## config.mk

```make
export PLATFORM = sky130hd
export DESIGN_NAME = conv_channel_injector
export DESIGN_NICKNAME = d
export VERILOG_FILES = /design/src/rtl/conv_channel_injector.sv
export SDC_FILE = /design/constraint.sdc
export NUM_CORES = 1
export LEC_CHECK = 0
export CAP_MARGIN = 20
export CORE_ASPECT_RATIO = 0.75
export CORE_MARGIN = 2
export CORE_UTILIZATION = 61
export CTS_BUF_LIST = sky130_fd_sc_hd__clkbuf_4 sky130_fd_sc_hd__clkbuf_8
export DETAILED_ROUTE_END_ITERATION = 8
export DONT_BUFFER_PORTS = 1
export HOLD_SLACK_MARGIN = 0.02
export PLACE_DENSITY = 0.83
export SLEW_MARGIN = 20
export SYNTH_ARGS = -nofsm -noshare
export SYNTH_HDL_FRONTEND = slang
export SYNTH_SLANG_ARGS = --single-unit
export TNS_END_PERCENT = 50
```

## constraint.sdc

```tcl
create_clock -name clk -period 5.5 [get_ports clk]
set_input_delay 0.55 -clock clk [delete_from_list [all_inputs] [get_ports clk]]
set_output_delay 0.55 -clock clk [all_outputs]
set_load 0.05 [all_outputs]
```

## src/rtl/conv_channel_injector.sv

```systemverilog
// Channel impairment stage: registers encoder symbols and flips masked bits in periodic bursts or
// pseudo-random positions, with saturating window statistics. Define INJ_RANDOM_EN to build random mode.
module conv_channel_injector #(
    parameter int          SYM_W     = 2,
    parameter int          CNT_W     = 8,
    parameter int          STAT_W    = 16,
    parameter logic [15:0] LFSR_SEED = 16'hACE1
) (
    input  logic              clk,
    input  logic              rst,
    input  logic [1:0]        cfg_mode_i,
    input  logic [CNT_W-1:0]  cfg_period_i,
    input  logic [CNT_W-1:0]  cfg_start_i,
    input  logic [CNT_W-1:0]  cfg_len_i,
    input  logic [SYM_W-1:0]  cfg_mask_i,
    input  logic [7:0]        cfg_thresh_i,
    input  logic [STAT_W-1:0] cfg_limit_i,
    input  logic              clear_i,
    input  logic              valid_i,
    input  logic [SYM_W-1:0]  sym_i,
    output logic              valid_o,
    output logic [SYM_W-1:0]  sym_o,
    output logic              err_o,
    output logic [STAT_W-1:0] sym_count_o,
    output logic [STAT_W-1:0] inj_count_o,
    output logic              window_done_o
);

    localparam logic [1:0] MODE_BURST  = 2'd1;
    localparam logic [1:0] MODE_RANDOM = 2'd2;

    function automatic logic [STAT_W-1:0] sat_inc(input logic [STAT_W-1:0] v);
        return (&v) ? v : v + {{(STAT_W-1){1'b0}}, 1'b1};
    endfunction

    logic              valid_q, valid_d;
    logic [SYM_W-1:0]  sym_q, sym_d;
    logic              err_q, err_d;
    logic [CNT_W-1:0]  phase_q, phase_d;
    logic [STAT_W-1:0] sym_count_q, sym_count_d;
    logic [STAT_W-1:0] inj_count_q, inj_count_d;

    logic [CNT_W-1:0]  period_m1;
    logic [CNT_W:0]    burst_end;
    logic              burst_hit;
    logic              rand_hit;
    logic              hit;
    logic              in_window;
    logic              inject;

    // A period of 0 wraps to all-ones, so the counter simply rolls over at 2^CNT_W.
    assign period_m1 = cfg_period_i - {{(CNT_W-1){1'b0}}, 1'b1};
    assign burst_end = {1'b0, cfg_start_i} + {1'b0, cfg_len_i};
    assign burst_hit = ({1'b0, phase_q} >= {1'b0, cfg_start_i}) && ({1'b0, phase_q} < burst_end);

`ifdef INJ_RANDOM_EN
    logic [15:0] lfsr_q, lfsr_d;

    function automatic logic [15:0] lfsr_step(input logic [15:0] v);
        return v[0] ? ((v >> 1) ^ 16'hB400) : (v >> 1);
    endfunction

    assign rand_hit = lfsr_q[7:0] < cfg_thresh_i;

    always_comb begin
        lfsr_d = lfsr_q;
        if (clear_i)      lfsr_d = LFSR_SEED;
        else if (valid_i) lfsr_d = lfsr_step(lfsr_q);
    end

    always_ff @(posedge clk or negedge rst) begin
        if (!rst) lfsr_q <= LFSR_SEED;
        else      lfsr_q <= lfsr_d;
    end
`else
    logic unused_rand_cfg;
    assign unused_rand_cfg = ^{cfg_thresh_i, LFSR_SEED};
    assign rand_hit = 1'b0;
`endif

    always_comb begin
        case (cfg_mode_i)
            MODE_BURST:  hit = burst_hit;
            MODE_RANDOM: hit = rand_hit;
            default:     hit = 1'b0;
        endcase
    end

    assign in_window = (cfg_limit_i == '0) || (sym_count_q < cfg_limit_i);
    assign inject    = valid_i && !clear_i && hit && in_window && (|cfg_mask_i);

    always_comb begin
        valid_d     = valid_i;
        sym_d       = '0;
        err_d       = inject;
        phase_d     = phase_q;
        sym_count_d = sym_count_q;
        inj_count_d = inj_count_q;
        if (valid_i) sym_d = sym_i ^ (inject ? cfg_mask_i : '0);
        if (clear_i) begin
            phase_d     = '0;
            sym_count_d = '0;
            inj_count_d = '0;
        end else if (valid_i) begin
            phase_d     = (phase_q >= period_m1) ? '0 : phase_q + {{(CNT_W-1){1'b0}}, 1'b1};
            sym_count_d = sat_inc(sym_count_q);
            if (inject) inj_count_d = sat_inc(inj_count_q);
        end
    end

    // Output register stage: symbol, error flag and statistics update on the same edge.
    always_ff @(posedge clk or negedge rst) begin
        if (!rst) begin
            valid_q     <= 1'b0;
            sym_q       <= '0;
            err_q       <= 1'b0;
            phase_q     <= '0;
            sym_count_q <= '0;
            inj_count_q <= '0;
        end else begin
            valid_q     <= valid_d;
            sym_q       <= sym_d;
            err_q       <= err_d;
            phase_q     <= phase_d;
            sym_count_q <= sym_count_d;
            inj_count_q <= inj_count_d;
        end
    end

    assign valid_o       = valid_q;
    assign sym_o         = sym_q;
    assign err_o         = err_q;
    assign sym_count_o   = sym_count_q;
    assign inj_count_o   = inj_count_q;
    assign window_done_o = (cfg_limit_i != '0) && (sym_count_q >= cfg_limit_i);

endmodule
```

* Word level (Yosys, flattened, before mapping)
Cells that the tools add are included.
Word-level totals: register bits after elaboration 44, latch bits 0, memory bits (writable) 0, memory bits (read-only) 0, bits of input ports 58, output and inout bits 37, memories kept 0
Operators by class: add/sub/neg operators 5, multipliers 0, div/mod/pow operators 0, magnitude comparators 5, equal/unequal tests 3, shift operators 0, multiplexer cells 13, bitwise logic cells 1, reduce and logical (&&, ||, !) cells 17
Operators with widths (count):
- 16-bit 2-to-1 mux | 7
- 16-bit by 1-bit adder with 16-bit output (second input constant) | 2
- 16-bit AND reduction | 2
- 8-bit 2-to-1 mux | 3
- 16-bit greater-or-equal comparator | 1
- 8-bit greater-or-equal comparator | 2
- 16-bit logical NOT | 1
- 16-bit less-than comparator | 1
- 16-bit nonzero test | 1
- 8-bit by 8-bit adder with 9-bit output | 1
- 8-bit by 9-bit less-than comparator with 1-bit output | 1
- 8-bit by 1-bit adder with 8-bit output (second input constant) | 1
- 8-bit by 1-bit subtractor with 8-bit output (second input constant) | 1
- 1-bit logical AND | 6
- 2-bit 2-to-1 mux | 2
- 2-bit inequality test (second input constant) | 2
- 2-bit nonzero test | 2
- 3-bit AND reduction | 1
- 2-bit by 1-bit equality test with 1-bit output (second input constant) | 1
- 2-bit AND reduction | 1
- 2-bit OR reduction | 1
- 2-bit XOR | 1
- 1-bit logical NOT | 1
- 1-bit logical OR | 1
- 1-bit 2-to-1 mux | 1

* Longest topological paths before layout
word-level depth 10, depth in mapped cells 17

* Least setup slack after synthesis
No wires, ideal clock.
kind input-to-reg, start point input cfg_start_i[1], end point register inj_count_q[10], in the netlist inj_count_o[10], library setup time 78 ps, arrival 3953 ps, data required time 5422 ps, setup slack 1468 ps, stages 16, buffers on the path 1, path through ha_1 > a21o_1 > a21oi_1 > o21bai_1 > a21oi_1 > o21ai_0 > xnor2_1 > ha_1 > and3_1 > a221o_1 > a41oi_1 > a311oi_1 > or4_4 > buf_6 > or4_1 > a21oi_1
On the way: word-level cells in the longest chain between the ends 9, elaborated cells between the ends (all ways) 10, classes of those cells add/sub (1); order compare (2); mux (1); reduce/logical (6)
RTL lines:
- from (decl) | line 13 | input logic [CNT_W-1:0] cfg_start_i,
- 8-bit by 8-bit adder with 9-bit output | line 53 | assign burst_end = {1'b0, cfg_start_i} + {1'b0, cfg_len_i};
- 8-bit by 9-bit less-than comparator with 1-bit output | line 54 | assign burst_hit = ({1'b0, phase_q} >= {1'b0, cfg_start_i}) && ({1'b0, phase_q} < burst_end);
- 1-bit logical AND (*) | line 54
- 1-bit 2-to-1 mux (*) | line 82 | case (cfg_mode_i)
- 1-bit logical AND (*) (3 in series) | line 90 | assign inject = valid_i && !clear_i && hit && in_window && (|cfg_mask_i);
- 2-bit nonzero test (no line) (*)
- 3-bit AND reduction (no line) (*)
- to (signal assigned) | line 126 | inj_count_q <= inj_count_d;
- to (decl) | line 41 | logic [STAT_W-1:0] inj_count_q, inj_count_d;
Mark *: on every way between the ends. The rest lies on a longest branch, timed or not. A chain may end at the register's enable or synchronous reset.

* Worst setup path after layout
start point input cfg_start_i[1], end point register inj_count_q[5], in the netlist inj_count_o[5]
Same word-level chain as after synthesis.

==> run summary <==
Nets: 520
Worst rel slew slack: 0.3087
Most used DFF post-synth: dfrtp_1
Die Area: 6501 µm²
FILL cells: 500
Max cap viols: 0
Clock transition at path regs: 90 ps
Via count: 3056
Floorplan row count: 24
Routed Antenna Nets: 0
Core area: 5736 µm²
Initial Util: 0.6239
Highest clock rate: 0.2459 GHz
Final setup viols: 0
Total GRT Usage: 0.2643
Tmin final: 4067 ps
Vias per inst: 6.262
Net count after synthesis: 525
Root buffer selected by CTS: clkbuf_8
Fraction of layout instances using a drive strength above 1: 0.02927
Residual DRC count: 0
IO Pins: 95
Commonest non-fill, non-tap cell in the layout: ha_1
Worst Path Arrival: 4280 ps
Number of buffers created by CTS: 5
R2R Setup Slk: 2000 ps
Vias in the first global route: 3101
TritonRoute pass-1 iters: 4
Peak supply drop: 0.0001283 V
R2r endpoint: inj_count_o[5]$_DFFE_PN0P_
Ys async rst share: 1.000
Bufs on Longest Clock Path: 2
Initial antenna violation count: 0
Setup ws final: 1433 ps
Multi-input logic area: 2288 µm²
Commonest non-fill, non-tap cells in the layout: 51 x ha_1, 44 x dfrtp_1, 37 x a21oi_1, 35 x nor2_1, 34 x inv_1
Hold Crit Class: in2async
GR Overflow Total: 0
Port Buffers: 0
Antenna diode count: 0
Fin crit share: 0.7395
Yosys cell types: 50
DIE HEIGHT: 70.33 µm
Leakage: 1.749 nW
Crit path to: inj_count_o[5]$_DFFE_PN0P_
DP Wirelength: 6.309 mm
DR WL/cell: 16.87 µm
Power per standard cell area: 208.1 nW/µm²
Post-synthesis sequential area ratio: 0.3077
Seq cells post-synth: 44
Setup crit start: cfg_start_i[1]
Max Clock Skew: 8.069 ps
Endpoint type of the worst setup path: flop
Crit Path Max Fanout: 31
Register area: 1101 µm²
Final hold violations: 0
Starting DRC count in detailed routing: 166
Reg2Reg Depth: 8
Crit Path Category: in2reg
Synth-to-Final Area Change: 4.266%
Synth Cell Area: 3578 µm²
Final Util: 0.6505
Synth area leaders: dfrtp_1 31%, ha_1 18%, a21oi_1 5.2%, nor2_1 3.7%, xor2_1 3.7%
RSZ-0062 raised after global routing: false
Fin Setup TNS: 0 ps
Status: completed
Post-Place Setup Slack: 1125 ps
Worst slew pin tran: 1040 ps
Type of origin of the critical path: primary input
CTS tree: built
Routability cong.: 0.8459
Share of the synthesized area in the top cell type: 0.3077
H-Tree Depth: 2
Drt total wl: 8.231 mm
Ys Warns: 0
Sink Count: 44
Cell taking the most area after synthesis: dfrtp_1
First-pass GRT wire length: 13.96 mm
Clk Latency, worst-skew pair: 290 ps
Origin of the critical flop-to-flop path: sym_count_o[11]$_DFFE_PN0P_
Worst Path Required: 5720 ps
DIE WIDTH: 92.44 µm
EDFF count, synth: 0
Post-Syn Area per Cell: 8.623 µm²
Largest net degree at the start of global routing: 45
Slew Limit Fails: 0
Post-synthesis instance total: 415
[registers in the layout, indices dropped and copies added (netlist names)]
name,cells
phase_q,8
sym_o,2
valid_o,1
sym_count_o,16
err_o,1
inj_count_o,16
[cell families (layout without fill, tap and decap cells)]
| family | count (synthesis) | after routing | share of synthesized area |
|---|---|---|---|
| AO/OA/AOI/OAI | 92 | 92 | 0.1615 |
| multiplexers | 4 | 4 | 0.01154 |
| flip-flops | 44 | 44 | 0.3077 |
| AND/OR/NAND/NOR | 150 | 150 | 0.2213 |
| buffers and inverters | 48 | 43 | 0.05279 |
| XOR/XNOR | 25 | 25 | 0.06119 |
| adder cells (fa/ha/maj) | 52 | 52 | 0.1839 |
[routing by layer]
| layer | vias up | GRT usage | wire (µm) | part of all wire |
|---|---|---|---|---|
| met1 | 1445 | 0.3469 | 3690 | 0.45 |
| met4 | 0 | 0.06799 | 99 | 0.012 |
| li1 | 1510 | - | - | - |
| met3 | 8 | 0.07335 | 611 | 0.074 |
| met2 | 93 | 0.4323 | 3830 | 0.47 |
| met5 | - | 0 | 0 | 0 |
[area by class of cell]
cell class	instances	share of cell area
Multi-Input combinational cell	323	0.6133
Clock inverter	2	0.003353
Clock buffer	5	0.01844
Sequential cell	44	0.2951
Inverter	34	0.03421
Timing Repair Buffer	2	0.009390
Tap cell	78	0.02616
[repair_timing]
item	4_1_cts	5_1_grt
hold buffers	1	0
setup buffers	0	0
hold endpoints to repair	44	0
resized for setup	0	0
[synthesized netlist by cell type, types with 7 or more instances]
| library cell | instances |
|---|---|
| nor2_1 | 35 |
| o21ai_0 | 11 |
| nand3_1 | 18 |
| a21oi_1 | 37 |
| xnor2_1 | 10 |
| ha_1 | 51 |
| a31oi_1 | 7 |
| dfrtp_1 | 44 |
| o31ai_1 | 13 |
| inv_1 | 34 |
| clkbuf_1 | 11 |
| nor3_1 | 7 |
| a21o_1 | 7 |
| nand4_1 | 14 |
| nand2_1 | 28 |
| or4_1 | 13 |
| xor2_1 | 15 |
[worst max-delay path, cell delays in order]
cell	delay [ps]
ha_1	270
a21o_1	170
a21oi_1	220
o21bai_1	90
a21oi_1	210
o21ai_0	150
xnor2_1	140
ha_1	290
and3_1	200
a221o_1	320
a41oi_1	190
a311oi_1	90
or4_4	660
or4b_1	550
a21oi_1	160
[worst min-delay path by stage]
stage	startpoint	endpoint	slack [ps]	cells after the start
3_5_place_dp	rst	inj_count_o[9]$_DFFE_PN0P_	260	0
6_report	rst	inj_count_o[4]$_DFFE_PN0P_	80	1
4_1_cts	rst	inj_count_o[9]$_DFFE_PN0P_	100	1
3_3_place_gp	rst	inj_count_o[9]$_DFFE_PN0P_	260	0
2_1_floorplan	rst	err_o$_DFF_PN0_	250	0
5_1_grt	rst	inj_count_o[8]$_DFFE_PN0P_	100	1
[per-stage QoR]
stage	power [W]	cell area (µm²)	std cells	hold slack [ps]
finish	0.0007763	3731	488	82.16
global route	0.0008334	3731	488	98.38
CTS	0.0007792	3731	488	95.07
detailed placement	0.0005765	3622	480	255.3
global placement	0.0005623	3622	480	255.3
floorplan	0.0005342	3578	415	254.4
[power by group]
part           total [W]  leakage, nW  internal (W)  switching [W]
combinational   0.000197         1.10     0.0000932       0.000103
clock           0.000196       0.0400     0.0000862       0.000110
sequential      0.000384        0.604      0.000341      0.0000433
total           0.000776         1.75      0.000520       0.000256
No activity file was read; power rests on OpenSTA's default activity.
